File: config.mk
export PLATFORM = sky130hd
export DESIGN_NAME = lzss_block_sched
export DESIGN_NICKNAME = d
export VERILOG_FILES = /design/src/rtl/lzss_block_sched.sv
export SDC_FILE = /design/constraint.sdc
export NUM_CORES = 1
export LEC_CHECK = 0
export ABC_AREA = 1
export BUFFER_PORTS_ARGS = -buffer_cell sky130_fd_sc_hd__clkbuf_2
export CAP_MARGIN = 25
export CORE_UTILIZATION = 56
export CTS_BUF_LIST = sky130_fd_sc_hd__clkbuf_16
export DETAILED_ROUTE_END_ITERATION = 16
export PLACE_DENSITY = 0.85
export SLEW_MARGIN = 10
export SYNTH_ARGS = -nofsm -noshare
export SYNTH_HDL_FRONTEND = slang
export SYNTH_SLANG_ARGS = --single-unit
File: constraint.sdc
create_clock -name clk -period 3.6 [get_ports clk]
set_input_delay 0.36 -clock clk [delete_from_list [all_inputs] [get_ports clk]]
set_output_delay 0.36 -clock clk [all_outputs]
set_load 0.005 [all_outputs]
File: src/rtl/lzss_block_sched.sv
// Two-requester block scheduler for an LZSS encoder: grants one source per 64-beat block,
// appends an end marker, drains the pipe, and tags encoder output with the block owner.
module lzss_block_sched #(
  parameter int unsigned          WORD_SIZE    = 8,
  parameter int unsigned          BLOCK_LEN    = 64,
  parameter int unsigned          DRAIN_CYCLES = 4,
  parameter logic [WORD_SIZE-1:0] END_MARKER   = 8'hFF
) (
  input  logic                 clk,
  input  logic                 rst,
  input  logic                 s0_valid,
  input  logic                 s1_valid,
  input  logic [WORD_SIZE-1:0] s0_data,
  input  logic [WORD_SIZE-1:0] s1_data,
  output logic                 s0_ready,
  output logic                 s1_ready,
  output logic                 enc_w_en,
  output logic [WORD_SIZE-1:0] enc_data,
  input  logic                 enc_o_ready,
  input  logic [WORD_SIZE:0]   enc_data_o,
  output logic                 out_valid,
  output logic [WORD_SIZE:0]   out_data,
  output logic                 out_src,
  output logic                 busy,
  output logic                 blk_done,
  output logic [7:0]           blk_out_words
);

  localparam int unsigned CntW   = $clog2(BLOCK_LEN) + 1;
  localparam int unsigned DrainW = $clog2(DRAIN_CYCLES + 1) + 1;
  localparam logic [CntW-1:0]   LastBeat  = CntW'(BLOCK_LEN - 1);
  localparam logic [DrainW-1:0] DrainLast = DrainW'(DRAIN_CYCLES);

  typedef enum logic [1:0] {StIdle, StStream, StMark, StDrain} state_e;

  state_e                 state_q, state_d;
  logic                   owner_q, owner_d;
  logic                   ptr_q, ptr_d;
  logic [CntW-1:0]        beat_cnt_q, beat_cnt_d;
  logic [DrainW-1:0]      drain_cnt_q, drain_cnt_d;
  logic                   enc_w_en_q, enc_w_en_d;
  logic [WORD_SIZE-1:0]   enc_data_q, enc_data_d;
  logic [7:0]             out_cnt_q, out_cnt_d;
  logic                   blk_done_q, blk_done_d;
  logic [7:0]             blk_out_words_q, blk_out_words_d;

  logic                   owner_valid;
  logic [WORD_SIZE-1:0]   owner_data;
  logic                   accept;
  logic                   any_req;
  logic                   drain_last;

  assign owner_valid = owner_q ? s1_valid : s0_valid;
  assign owner_data  = owner_q ? s1_data : s0_data;
  assign accept      = (state_q == StStream) && owner_valid;
  assign any_req     = s0_valid || s1_valid;
  assign drain_last  = (drain_cnt_q == DrainLast);

  // State register and datapath flops
  always_ff @(posedge clk) begin
    if (rst) begin
      state_q         <= StIdle;
      owner_q         <= 1'b0;
      ptr_q           <= 1'b0;
      beat_cnt_q      <= '0;
      drain_cnt_q     <= '0;
      enc_w_en_q      <= 1'b0;
      enc_data_q      <= '0;
      out_cnt_q       <= '0;
      blk_done_q      <= 1'b0;
      blk_out_words_q <= '0;
    end else begin
      state_q         <= state_d;
      owner_q         <= owner_d;
      ptr_q           <= ptr_d;
      beat_cnt_q      <= beat_cnt_d;
      drain_cnt_q     <= drain_cnt_d;
      enc_w_en_q      <= enc_w_en_d;
      enc_data_q      <= enc_data_d;
      out_cnt_q       <= out_cnt_d;
      blk_done_q      <= blk_done_d;
      blk_out_words_q <= blk_out_words_d;
    end
  end

  // Next-state logic
  always_comb begin
    state_d = state_q;
    unique case (state_q)
      StIdle:   if (any_req) state_d = StStream;
      StStream: if (accept && (beat_cnt_q == LastBeat)) state_d = StMark;
      StMark:   state_d = StDrain;
      StDrain:  if (drain_last) state_d = StIdle;
      default:  state_d = StIdle;
    endcase
  end

  // Datapath next values
  always_comb begin
    owner_d         = owner_q;
    ptr_d           = ptr_q;
    beat_cnt_d      = beat_cnt_q;
    drain_cnt_d     = drain_cnt_q;
    enc_w_en_d      = 1'b0;
    enc_data_d      = enc_data_q;
    out_cnt_d       = out_cnt_q;
    blk_done_d      = 1'b0;
    blk_out_words_d = blk_out_words_q;

    if ((state_q != StIdle) && enc_o_ready && (out_cnt_q != 8'hFF)) begin
      out_cnt_d = out_cnt_q + 8'd1;
    end

    unique case (state_q)
      StIdle: begin
        if (any_req) begin
          // Pointer only matters on a tie; a lone requester always wins.
          owner_d    = (s0_valid && s1_valid) ? ptr_q : s1_valid;
          beat_cnt_d = '0;
          out_cnt_d  = '0;
        end
      end
      StStream: begin
        if (accept) begin
          enc_w_en_d = 1'b1;
          enc_data_d = owner_data;
          beat_cnt_d = beat_cnt_q + CntW'(1);
        end
      end
      StMark: begin
        enc_w_en_d  = 1'b1;
        enc_data_d  = END_MARKER;
        drain_cnt_d = '0;
      end
      StDrain: begin
        if (drain_last) begin
          blk_done_d      = 1'b1;
          ptr_d           = ~owner_q;
          // Includes an output word arriving in this final drain cycle.
          blk_out_words_d = out_cnt_d;
        end else begin
          drain_cnt_d = drain_cnt_q + DrainW'(1);
        end
      end
      default: ;
    endcase
  end

  // Outputs; handshakes and busy are masked while reset is held
  always_comb begin
    s0_ready = 1'b0;
    s1_ready = 1'b0;
    busy     = 1'b0;
    if (!rst) begin
      busy = (state_q != StIdle);
      if (state_q == StStream) begin
        s0_ready = !owner_q;
        s1_ready = owner_q;
      end
    end
  end

  assign enc_w_en      = enc_w_en_q;
  assign enc_data      = enc_data_q;
  assign out_valid     = enc_o_ready;
  assign out_data      = enc_data_o;
  assign out_src       = owner_q;
  assign blk_done      = blk_done_q;
  assign blk_out_words = blk_out_words_q;

endmodule

==> results.toml <==
[clock_network]
post-cts-setup-buffer-count = 0
clockBufferDepth = 2
clk_pin_slew_ps = 60
ctsHoldBuffers = 0
numCtsBuffers = 5
cts_tree = "built"
post_cts_resized = 0
cts_root_buf = "clkbuf_16"
clk_latency_ps = 280
clock-sinks = 41
htree_levels = 2

[worst_setup_path]
cp.arrival_ps = 1650
critPathLaunchType = "flip-flop"
reg2reg_from = "out_src"
critPathBufInv = 2
critical_path_class = "flip-flop to output port"
slowest_delay_ps = 610
cp_cell_sequence = "inv_1 > nor3_1 > clkbuf_2"
crit_required_ps = 3240
end_kind = "output port"
cp_top_family = "flip-flops"
r2r_slack_ps = 1860
critPathSlowestCell = "dfxtp_1"
startpoint = "out_src"
crit_fanout = 15

[sta]
tns_ps = 0
slew_violations = 0
skew_ps = 2.92
worst_pin_slew_ps = 657
setup_viol = 0
clock.fmax_mhz = 498
holdWs_ps = 400
min_period_over_period_pct = 55.8
layout_min_cycle_time_ps = 2010
hold_viol = 0
rsz0062_at_grt = "false"
max_slew_margin_pct = 56.1

[power_and_ir_drop]
p_per_area_nw_per_um2 = 585
combPwrFrac_pct = 33.3
seqPwrFrac_pct = 38.3
p_clk_share_pct = 28.5
cellLeakagePower_nw = 1.26
max-vdd-ir-drop_uv = 414
sw_frac_of_total_pct = 36.2
power_w = 0.00148
p_int_w = 0.000941
p_sw_w = 0.000534

[synth]
syn_avg_cell_area_um2 = 6.86
ys_warn_count = 0
synth_top_family_by_area = "simple AND/OR/NAND/NOR gates"
yosys.area_share.simple_pct = 34.0
ys_seq_area_share_pct = 36.8
synth_fa_ha_area_share_pct = 4.49
synth_mux_area_share_pct = 0
syn_area_um2 = 2230
synth-xor-area-share_pct = 1.96
netlist_instances = 325
yosysUniqueCellTypes = 28
ys_ff_latch = 41
synth_compound_area_share_pct = 10.7
syn_nets = 363

[final_layout]
antenna_cells = 0
stdcell_area_um2 = 2520
stdcell_count = 407
syn2layout_area_growth_pct = 13.2
drive_above_1_share_pct = 18.1
nets = 396

[route]
top_layer_used = "met4"
wl_met2_um = 2140
first_pass_iters = 4
route.met3.wl_um = 279
antenna_left = 0
drt_iter0_drc = 129
viasPerCell = 5.14
drt-met1-wl_um = 2170
drc_errors = 0
num_vias = 2092
wl_um = 4640
drt-wirelength-per-cell_um = 11.4

[floorplan]
dieArea_um2 = 4240
core_area_um2 = 3740
rows = 22
die_x_um = 65.1
io_pins = 62
die_h_um = 65.1
start_util_pct = 59.6

[placement]
placed_cells = 399
routabilityCongestion = 0.840
hpwlAfterDp_um = 3300
port_buffers = 43
post_dp_cell_area_um2 = 2380

[hold_path]
holdCritStartpoint = "rst"
min_path_type = "input pin to flip-flop"

[global_routing]
antenna_found_initial = 0
grt_pass1_wl_um = 7690
grt_pass1_vias = 1827
grt_max_degree = 24
grt_use_total_pct = 23.1
overflow = 0

[run_status]
outcome = "completed"

[run]
cap_violations = 0
[per-stage QoR]
stage / worst slack, ps / utilization (%)
5_1_grt: 1500 / 67.4
4_1_cts: 1580 / 67.4
6_report: 1590 / 67.4
3_5_place_dp: 1850 / 63.7
3_3_place_gp: 1870 / 63.7
2_1_floorplan: 2220 / -
[registers in the layout (all words and copies together), names as in the netlist]
| register | cells |
|---|---|
| enc_w_en | 1 |
| blk_out_words | 8 |
| out_src | 1 |
| ptr_q | 1 |
| beat_cnt_q | 7 |
| blk_done | 1 |
| drain_cnt_q | 4 |
| state_q | 2 |
| enc_data | 8 |
| out_cnt_q | 8 |
[routing by layer]
layer | vias up | track usage, %
li1 | 1084 | -
met1 | 950 | 28.5
met2 | 51 | 39.2
met3 | 7 | 4.69
met4 | 0 | 8.97
met5 | - | 0
[Yosys cell counts, drive strengths merged]
cell	n	area, um2
o21a	7	52.6
ha	8	100
nand2	94	370
xor2	5	43.8
clkbuf	2	7.51
o21ai	16	91.3
nand3	29	163
a21oi	16	80.1
nor3	4	20.0
inv	39	149
dfxtp	41	821
o211ai	1	7.51
nand4	4	25.0
o22ai	1	6.26
nor2	43	180
buf	15	113
[layout by cell type (no fill, tap or decap), types with 2 or more instances in the layout]
master	instances
dfxtp_1	41
ha_1	8
nand3_1	27
o21ai_0	11
clkbuf_16	5
nand4_1	4
inv_1	35
o21ai_2	3
nand2_1	91
a21oi_1	16
inv_2	4
clkinv_2	2
nor3_1	4
xor2_1	5
nand2_4	2
nor2_1	41
o21a_1	7
o21ai_1	2
clkbuf_2	43
[cell families (layout without fill, tap and decap cells)]
group / count (synthesis) / in the layout
xor gates and xnor gates: 5 / 5
AOI/OAI and AO/OA: 41 / 41
DFF: 41 / 41
and+or+nand+nor: 174 / 174
buffers and inverters: 56 / 90
adders and majority gates: 8 / 8
[path summary, 6_finish.rpt]
path | end | cells past startpoint
setup / recovery | s1_ready | 3
setup reg to reg | beat_cnt_q[5] | 8
hold reg to reg | drain_cnt_q[3] | 2
hold / removal | beat_cnt_q[4] | 2
[power by group through the flow]
stage	clock, W	sequential (W)	combinational [W]
CTS	0.000425	0.000565	0.000491
global route	0.000445	0.000574	0.000559
floorplan	0	0.000568	0.000368
detailed placement	0	0.000574	0.000488
finish	0.000420	0.000565	0.000491
global placement	0	0.000572	0.000473
[final cells by class]
type | count | area, um2
flip-flops and latches | 41 | 821
clock inverters | 3 | 13.8
multi-input cells | 228 | 1140
repair buffers | 43 | 215
clock buffers | 5 | 125
well taps | 48 | 60.1
inverters | 39 | 149
fillers | 343 | 1220
Power figures use the tool's default switching activity.
